**config.mk**
```make
export PLATFORM = sky130hd
export DESIGN_NAME = mem_align_splitter
export DESIGN_NICKNAME = d
export VERILOG_FILES = /design/src/rtl/mem_align_splitter_pkg.sv /design/src/rtl/mem_align_splitter_load_merge.sv /design/src/rtl/mem_align_splitter.sv
export SDC_FILE = /design/constraint.sdc
export NUM_CORES = 1
export LEC_CHECK = 0
export CAP_MARGIN = 20
export CORE_MARGIN = 10
export CORE_UTILIZATION = 30
export DETAILED_ROUTE_END_ITERATION = 7
export GPL_ROUTABILITY_DRIVEN = 1
export SKIP_LAST_GASP = 1
export SYNTH_ARGS = -nofsm -noshare
export SYNTH_HDL_FRONTEND = slang
export SYNTH_SLANG_ARGS = --single-unit
export TNS_END_PERCENT = 10
```
**constraint.sdc**
```tcl
create_clock -name clk -period 2.8 [get_ports clk]
set_input_delay 0.56 -clock clk [delete_from_list [all_inputs] [get_ports clk]]
set_output_delay 0.56 -clock clk [all_outputs]
set_load 0.01 [all_outputs]
```
**src/rtl/mem_align_splitter_pkg.sv**
```systemverilog
`default_nettype none
// ============================================================================
// Module   : mem_align_splitter_pkg
// Brief    : Shared load/store type encodings for the memory access path.
// Revision : 1.0 - initial release
// ============================================================================
package mem_align_splitter_pkg;

  localparam logic [2:0] c_LD_NONE = 3'd0;
  localparam logic [2:0] c_LD_LB   = 3'd1;
  localparam logic [2:0] c_LD_LH   = 3'd2;
  localparam logic [2:0] c_LD_LW   = 3'd3;
  localparam logic [2:0] c_LD_LBU  = 3'd4;
  localparam logic [2:0] c_LD_LHU  = 3'd5;

  localparam logic [1:0] c_ST_NONE = 2'd0;
  localparam logic [1:0] c_ST_SB   = 2'd1;
  localparam logic [1:0] c_ST_SH   = 2'd2;
  localparam logic [1:0] c_ST_SW   = 2'd3;

endpackage
`default_nettype wire

```
**src/rtl/mem_align_splitter_load_merge.sv**
```systemverilog
`default_nettype none
// ============================================================================
// Module   : load_merge
// Brief    : Combines two aligned words into the result of a misaligned load.
// Revision : 1.0 - initial release
// ============================================================================
module load_merge
  import mem_align_splitter_pkg::*;
(
  input  logic [31:0] i_lo,
  input  logic [31:0] i_hi,
  input  logic [1:0]  i_rem,
  input  logic [2:0]  i_type,
  output logic [31:0] o_data
);

  logic [31:0] w_win;

  assign w_win = 32'({i_hi, i_lo} >> {i_rem, 3'b000});

  always_comb begin
    o_data = w_win;
    case (i_type)
      c_LD_LH:  o_data = {{16{w_win[15]}}, w_win[15:0]};
      c_LD_LHU: o_data = {16'd0, w_win[15:0]};
      default:  o_data = w_win;
    endcase
  end

endmodule
`default_nettype wire

```
**src/rtl/mem_align_splitter.sv**
```systemverilog
`default_nettype none
// ============================================================================
// Module   : mem_align_splitter
// Brief    : Splits misaligned stores into byte stores and misaligned loads
//            into two aligned word loads merged for writeback.
// Revision : 1.0 - initial release
// ============================================================================
module mem_align_splitter
  import mem_align_splitter_pkg::*;
(
  input  logic        clk,
  input  logic        rstd,
  input  logic [2:0]  info_load,
  input  logic [1:0]  info_store,
  input  logic [31:0] alu_result,
  input  logic [31:0] rs2,
  input  logic        write_reg,
  input  logic [4:0]  dst_addr,
  input  logic [31:0] load_data,
  output logic [2:0]  info_load_o,
  output logic [1:0]  info_store_o,
  output logic [31:0] alu_result_o,
  output logic [31:0] rs2_o,
  output logic        write_reg_o,
  output logic [4:0]  dst_addr_o,
  output logic        stall,
  output logic        merge_sel,
  output logic [31:0] merge_data
);

  localparam logic [1:0] c_S_IDLE   = 2'd0;
  localparam logic [1:0] c_S_ST_SEQ = 2'd1;
  localparam logic [1:0] c_S_LD_HI  = 2'd2;

  function automatic logic f_misaligned(input logic [2:0] ld, input logic [1:0] st,
                                        input logic [1:0] off);
    logic w_half, w_word;
    w_half = (st == c_ST_SH) || (ld == c_LD_LH) || (ld == c_LD_LHU);
    w_word = (st == c_ST_SW) || (ld == c_LD_LW);
    return (w_half && (off == 2'd3)) || (w_word && (off != 2'd0));
  endfunction

  logic [1:0]  r_state, w_next;
  logic [1:0]  r_cnt, r_last, r_rem;
  logic [31:0] r_addr, r_data, r_lo;
  logic [2:0]  r_ld;
  logic        r_wr;
  logic [4:0]  r_dst;
  logic        r_merge_sel;
  logic [31:0] r_merge_data;

  logic        w_is_st, w_mis, w_mis_st, w_mis_ld;
  logic [2:0]  w_ld_eff;
  logic [1:0]  w_last;
  logic [31:0] w_seq_addr, w_hi_addr, w_aligned, w_merged;
  logic [7:0]  w_seq_byte;

  // A store always wins over a simultaneous load; the load is dropped.
  assign w_is_st    = (info_store != c_ST_NONE);
  assign w_ld_eff   = w_is_st ? c_LD_NONE : info_load;
  assign w_mis      = f_misaligned(w_ld_eff, info_store, alu_result[1:0]);
  assign w_mis_st   = w_mis && w_is_st;
  assign w_mis_ld   = w_mis && !w_is_st;
  assign w_last     = (info_store == c_ST_SW) ? 2'd3 : 2'd1;
  assign w_aligned  = {alu_result[31:2], 2'b00};
  assign w_seq_addr = r_addr + {30'd0, r_cnt};
  assign w_seq_byte = 8'(r_data >> {r_cnt, 3'b000});
  assign w_hi_addr  = r_addr + 32'd4;

  load_merge u_load_merge (
    .i_lo   (r_lo),
    .i_hi   (load_data),
    .i_rem  (r_rem),
    .i_type (r_ld),
    .o_data (w_merged)
  );

  always_ff @(posedge clk or negedge rstd) begin
    if (!rstd) r_state <= c_S_IDLE;
    else       r_state <= w_next;
  end

  always_comb begin
    w_next = r_state;
    case (r_state)
      c_S_IDLE: begin
        if (w_mis_st)      w_next = c_S_ST_SEQ;
        else if (w_mis_ld) w_next = c_S_LD_HI;
      end
      c_S_ST_SEQ: if (r_cnt == r_last) w_next = c_S_IDLE;
      c_S_LD_HI:  w_next = c_S_IDLE;
      default:    w_next = c_S_IDLE;
    endcase
  end

  always_comb begin
    info_load_o  = w_ld_eff;
    info_store_o = info_store;
    alu_result_o = alu_result;
    rs2_o        = rs2;
    write_reg_o  = write_reg;
    dst_addr_o   = dst_addr;
    stall        = 1'b0;
    case (r_state)
      c_S_IDLE: begin
        if (w_mis_st) begin
          info_store_o = c_ST_SB;
          rs2_o        = {24'd0, rs2[7:0]};
          write_reg_o  = 1'b0;
          stall        = 1'b1;
        end else if (w_mis_ld) begin
          info_load_o  = c_LD_LW;
          alu_result_o = w_aligned;
          write_reg_o  = 1'b0;
          stall        = 1'b1;
        end
      end
      c_S_ST_SEQ: begin
        info_load_o  = c_LD_NONE;
        info_store_o = c_ST_SB;
        alu_result_o = w_seq_addr;
        rs2_o        = {24'd0, w_seq_byte};
        write_reg_o  = 1'b0;
        dst_addr_o   = r_dst;
        stall        = (r_cnt != r_last);
      end
      c_S_LD_HI: begin
        info_load_o  = c_LD_LW;
        info_store_o = c_ST_NONE;
        alu_result_o = w_hi_addr;
        rs2_o        = 32'd0;
        write_reg_o  = r_wr;
        dst_addr_o   = r_dst;
      end
      default: ;
    endcase
    // Reset must silence the issue port even though it is combinational.
    if (!rstd) begin
      info_load_o  = c_LD_NONE;
      info_store_o = c_ST_NONE;
      write_reg_o  = 1'b0;
      stall        = 1'b0;
    end
  end

  always_ff @(posedge clk or negedge rstd) begin
    if (!rstd) begin
      r_cnt        <= 2'd0;
      r_last       <= 2'd0;
      r_rem        <= 2'd0;
      r_addr       <= 32'd0;
      r_data       <= 32'd0;
      r_lo         <= 32'd0;
      r_ld         <= c_LD_NONE;
      r_wr         <= 1'b0;
      r_dst        <= 5'd0;
      r_merge_sel  <= 1'b0;
      r_merge_data <= 32'd0;
    end else begin
      r_merge_sel <= (r_state == c_S_LD_HI);
      if (r_state == c_S_LD_HI) r_merge_data <= w_merged;
      case (r_state)
        c_S_IDLE: begin
          if (w_mis_st) begin
            r_cnt  <= 2'd1;
            r_last <= w_last;
            r_addr <= alu_result;
            r_data <= rs2;
            r_dst  <= dst_addr;
          end else if (w_mis_ld) begin
            r_addr <= w_aligned;
            r_lo   <= load_data;
            r_rem  <= alu_result[1:0];
            r_ld   <= info_load;
            r_wr   <= write_reg;
            r_dst  <= dst_addr;
          end
        end
        c_S_ST_SEQ: r_cnt <= (r_cnt == r_last) ? 2'd0 : r_cnt + 2'd1;
        default: ;
      endcase
    end
  end

  assign merge_sel  = r_merge_sel;
  assign merge_data = r_merge_data;

endmodule
`default_nettype wire

```
==> out/metrics.csv <==
metric,value,unit
Relative slew margins,0.485,
outcome,"finished, violations left",
post-synthesis sequential area ratio,0.438,
share of synthesized registers carrying an async set or reset,1.00,
vias in the first global route,7472,
Worst Path Arrival,2.36,ns
Final Core Density,0.455,
Leakage,0.00539,uW
drt total wl,27700,um
Yosys reg bits,146,
Max Freq,343,MHz
CTS buffer count,17,
root buf cell,clkbuf_16,
Die Wd,187,um
family with the most delay on the worst path,buffers and inverters,
Std-Cell Rows,61,
initial antenna violation count,3,
Cells after Synth,725,
WL/cell,19.4,um
"Critical Path, Cell by Cell","ha_4, buf_4, a21oi_4, nor2b_4, nor3_1, buf_4, a41oi_1, o21ai_0, dlygate4sd2_1",
fill count,2659,
vias after detailed routing,7188,
drt pass-1 iters,5,
Clock Sinks,146,
"commonest non-fill, non-tap cells in the layout","dfrtp_1, clkdlybuf4s50_1, buf_4",
Post-DP Area,0.0117,mm^2
path type of the worst setup path,register to primary output,
gpl congestion,0.826,
clock buffer depth,2,
clock-pin slew of the registers on the worst-case setup and hold paths,0.06,ns
port bufs,217,
reg2reg path depth,11,
grt total ovfl,0,
CTS tree,done,
max incr delay on CP,0.41,ns
largest net degree at the start of global routing,56,
number of synthesis warnings,0,
Slew @ Worst Pin,0.773,ns
Initial DRC Count,496,
layout net count,1157,
Worst setup EP type,primary output,
Max-cap violations,0,
Worst Clk Skew,0.0134,ns
slowest cell on the critical path,dfrtp_1,
final hold vios,0,
DRC Markers,0,
Final Cycle Share,1.04,
Hold WC Path Type,register to register,
Mapped Nets,842,
Yosys cell types,66,
total core area,0.0276,mm^2
layout cells sized above 1,0.388,
pwr dens,1100,mW/mm^2
reg2reg start,r_state[0],
Critical Path RT,2.24,ns
Final WS setup,-0.119,ns
FF+latch area,0.00366,mm^2
area of the multi-input gates,0.00473,mm^2
cell area after layout,0.0126,mm^2
global-route wire length before repair,43300,um
Die Y-Extent,187,um
hold endpoint,r_data[17],
GRT Total Usage,0.155,
crit-path max FO,4,
Antenna Nets Post-Route,0,
HP Start,r_data[17],
latest clock arrival within the worst-skew pair,0.42,ns
final setup violation count,34,
Worst path most repeated cell,buf_4,
fin crit period,2.92,ns
DR vias/cell,5.02,
"most common cell after layout, fill and taps aside",dfrtp_1,
Worst IR Drop VDD,0.459,mV
area added between synthesis and finish,50.5,%
WP buf/inv,3,
io pins,218,
number of synthesized flops with an enable pin,0,
RSZ-0062 raised after global routing,true,
DP HPWL,19900,um
Max Slew Vio Count,0,
Initial Util,0.302,
Pwr Total,13800,uW
Hold Path Depth,1,
H-Tree Level Count,4,
area of the mapped netlist,0.00835,mm^2
DIE AREA,0.0349,mm^2
main flop type after synthesis,dfrtp_1,
reg-to-reg setup timing slack,0.47,ns
Syn Area/Cell,11.5,um^2
Startpoint Class,register,
reg2reg end,r_lo[26],
failing checks,negative setup slack,
## how the worst max path moves through the flow
stage                  start          endpoint  cells past startpoint
3_5_place_dp   alu_result[1]         rs2_o[30]                      6
4_1_cts             r_cnt[0]  alu_result_o[14]                      8
2_1_floorplan   info_load[0]    info_load_o[0]                      8
5_1_grt            r_addr[0]  alu_result_o[24]                      9
3_3_place_gp    info_load[0]    info_load_o[0]                      7
6_report           r_addr[0]  alu_result_o[21]                      9
## through the flow
| stage | hold WS (ns) | cells | TNS, ns | setup slack, ns |
|---|---|---|---|---|
| after CTS | 0.497 | 1422 | -3.35 | -0.105 |
| after detailed placement | 0.407 | 1378 | -33.19 | -0.735 |
| after global placement | 0.405 | 1378 | -30.71 | -0.721 |
| after global routing | 0.517 | 1430 | -8.06 | -0.224 |
| final | 0.501 | 1431 | -1.80 | -0.119 |
| after floorplan | 0.264 | 725 | 0 | 0.0246 |
## flip-flops by register name, indices dropped and copies added (netlist names)
| name | cells |
|---|---|
| r_state | 2 |
| r_rem | 2 |
| r_wr | 1 |
| r_data | 32 |
| r_last | 2 |
| r_ld | 3 |
| merge_sel | 1 |
| r_dst | 5 |
| r_lo | 32 |
| r_cnt | 2 |
| merge_data | 32 |
| r_addr | 32 |
## cell type report
class                   count  share of cell area
diodes                      1            0.000199
clock buffers              18              0.0349
clock inverters            13              0.0101
inverters                  11             0.00349
multi-input cells         521               0.377
flip-flops and latches    146               0.291
well taps                 378              0.0376
repair buffers            343               0.246
## power by group
| part | switching (uW) | total [uW] | internal (uW) |
|---|---|---|---|
| combinational | 3370 | 7640 | 4280 |
| sequential | 806 | 3960 | 3160 |
| clock | 964 | 2220 | 1260 |
## cells by family (layout without fill, tap and decap cells)
logic type | Yosys count | count (layout) | synth area share
AO/OA/AOI/OAI | 137 | 137 | 0.107
XOR/XNOR | 4 | 4 | 0.00420
adder cells (fa/ha/maj) | 9 | 9 | 0.0141
buffers and inverters | 59 | 385 | 0.0306
flip-flops | 146 | 146 | 0.438
multiplexers | 167 | 167 | 0.287
other | 0 | 1 | 0
AND/OR/NAND/NOR | 203 | 204 | 0.120
## routing by layer
metal  GRT usage  wire [um]
met4      0.0357        310
met5           0         28
met3      0.0388       1490
met1       0.197      12200
met2       0.259      13800
## Yosys cell counts (5+ instances only)
cell type  number  area share
nor2b_1        30       0.022
a22o_1         10       0.010
nor2_1         34       0.015
o21ai_0        33       0.020
and3_1          6      0.0045
mux4_2         40        0.11
nand2b_1        6      0.0045
o211ai_1        7      0.0063
buf_1           8      0.0036
mux2_2        108        0.15
o21a_1          5      0.0045
ha_1            7       0.010
clkbuf_1       35       0.016
dfrtp_1       146        0.44
a31oi_1         8      0.0060
inv_1          11      0.0049
nand3_1        20       0.012
mux2_4         17       0.031
nand2_1        70       0.031
nand4_1         8      0.0060
a21oi_1        35       0.021
## repair_timing
item	in CTS	in global routing
gates cloned	1	1
setup buffers	11	7
endpoints found under the hold margin	10	0
gates resized for setup	235	32
endpoints found under the setup margin	76	72
hold buffers	1	0
pin swaps	24	8
Note: power is estimated with default switching activity, not from simulation.
==> patch, RTL diff (config.mk and constraints unchanged) <==
Reset style: synchronous (`rstd`), changed in 2 clocked blocks.
--- a/src/rtl/mem_align_splitter.sv
+++ b/src/rtl/mem_align_splitter.sv
@@ -75,7 +75,7 @@
     .o_data (w_merged)
   );
 
-  always_ff @(posedge clk or negedge rstd) begin
+  always_ff @(posedge clk) begin
     if (!rstd) r_state <= c_S_IDLE;
     else       r_state <= w_next;
   end
@@ -143,7 +143,7 @@
     end
   end
 
-  always_ff @(posedge clk or negedge rstd) begin
+  always_ff @(posedge clk) begin
     if (!rstd) begin
       r_cnt        <= 2'd0;
       r_last       <= 2'd0;
Function: differs if rstd is asserted again (counterexample within 4 cycles, from zero or initial values and one cycle with rstd low); with rstd held inactive, the same outputs for 4 cycles.
==> patch against the original RTL <==
  * Synthesized area is 1.3% higher
  * Cell area rose by 0.93%
  * Non-clock buffer count grew 11
  * Synthesized cell count increased by 38%
  * Sequential cell count is the same
  * Die area grew 1.1%
  * Via count rose by 16%
  * The run still ends with setup timing left
  * Worst setup slack worse by 0.12 ns
  * Clock skew rose by 0.0012 ns
  * Wire length rose by 7.6%
Power is not compared: it rests on default switching activity, and its combinational part moved more than twofold at a synthesized area within 25%.
==> patch: results (changes against the original RTL) <==
Place
  – Dpl cells: 1635 (+19%)
  – Pre-CTS setup slack: -0.6147 ns (+0.1204 ns)
  – Placer Congestion: 0.8380 (+1.5%)

Route
  – M1 WL: 13.74 mm (+13%)
  – Max layer used: met4
  – Routed wire per std cell: 17.73 um (-8.5%)
  – Number of DRC markers in iteration 0: 610 (+23%)
  – Vias per cell: 4.952 (-1.4%)
  – Metal2 WL: 13.94 mm (+1.4%)
  – Vias: 8340 (+16%)

GRT
  – Initial antenna violation count: 2 (-1)
  – Pin count of the biggest net entering global routing: 181 (+220%)
  – First-pass GRT wire length: 47.40 mm (+9.5%)
  – GRT Overall Usage: 0.1647 (+0.009819)
  – Global Route met2 Usage: 0.2637 (+0.004763)
  – Grt met1 use: 0.2153 (+0.01821)

Logic synthesis
  – Syn Area/Cell: 8.437 um2 (-27%)
  – Compound-gate portion of the synthesized area: 0.1717 (+0.06498)
  – Sequential area share after synthesis: 0.3457 (-0.09187)
  – Post-synthesis adder-cell area fraction: 0.01273 (-0.001359)
  – Multiplexer share of the synthesized area: 0.1783 (-0.1082)
  – Share of synthesized registers carrying an async set or reset: 0 (-1.000)
  – Synth top area cells: dfxtp_1 (35%), nand2_1 (11%), mux4_2 (11%), mux2i_1 (6.5%), o21ai_0 (4.1%)
  – Post-Syn Nets: 1119 (+33%)
  – Top FF cell, synth: dfxtp_1

Timing
  – Fin Setup TNS: -4.412 ns (-2.612 ns)
  – Final WS setup: -0.2348 ns (-0.1154 ns)
  – Max transition margin: 0.5225 (+0.03769)
  – Final Setup Violations: 44 (+29%)

Cells and area
  – Clk tree area frac: 0.05278 (+0.007776)
  – Layout cells sized above 1: 0.2186 (-0.1693)
  – P&R area growth vs syn: 50.01%
  – Number of multi-input logic gates: 759 (+46%)
  – Area occupied by multi-input gates: 5271 um2 (+11%)
  – Filler Cell Count: 2750 (+3.4%)
  – Seq/total area: 0.2315 (-0.05950)
  – # diodes: 2 (+1)

Status
  – Outcome: complete, but fails checks
  – Failing checks: setup timing

Setup path
  – Crit path largest cell delay: 0.49 ns (+0.08 ns)
  – Crit Path Max Fanout: 13 (+9)
-- patch: cell count changes in the layout (fill, tap and decap cells not counted), sizes merged, moves of 44 or more --
cell   before  now
mux2i       2   55
mux2      125    5
nand3      20   64
dfrtp     146    0
nand2      70  247
dfxtp       0  146
-- patch: repair_timing --
item / 4_1_cts / 5_1_grt
pin swaps: 17 / 5
gates resized for setup: 176 / 18
setup buffers: 12 / 3
cloned: 1 / 1
setup endpoints to repair: 76 / 76
-- patch: path summary, 6_finish.rpt --
path	from	slack, ns	cells after the start	to
worst min-delay path	r_dst[3]$_SDFFE_PN0P_	0.46	2	r_dst[3]$_SDFFE_PN0P_
worst max register to register	r_state[1]$_SDFFE_PN0P_	0.79	8	r_addr[22]$_SDFFE_PN0P_
worst min register to register	r_dst[3]$_SDFFE_PN0P_	0.46	2	r_dst[3]$_SDFFE_PN0P_
worst max-delay path	r_state[1]$_SDFFE_PN0P_	-0.23	9	rs2_o[4]
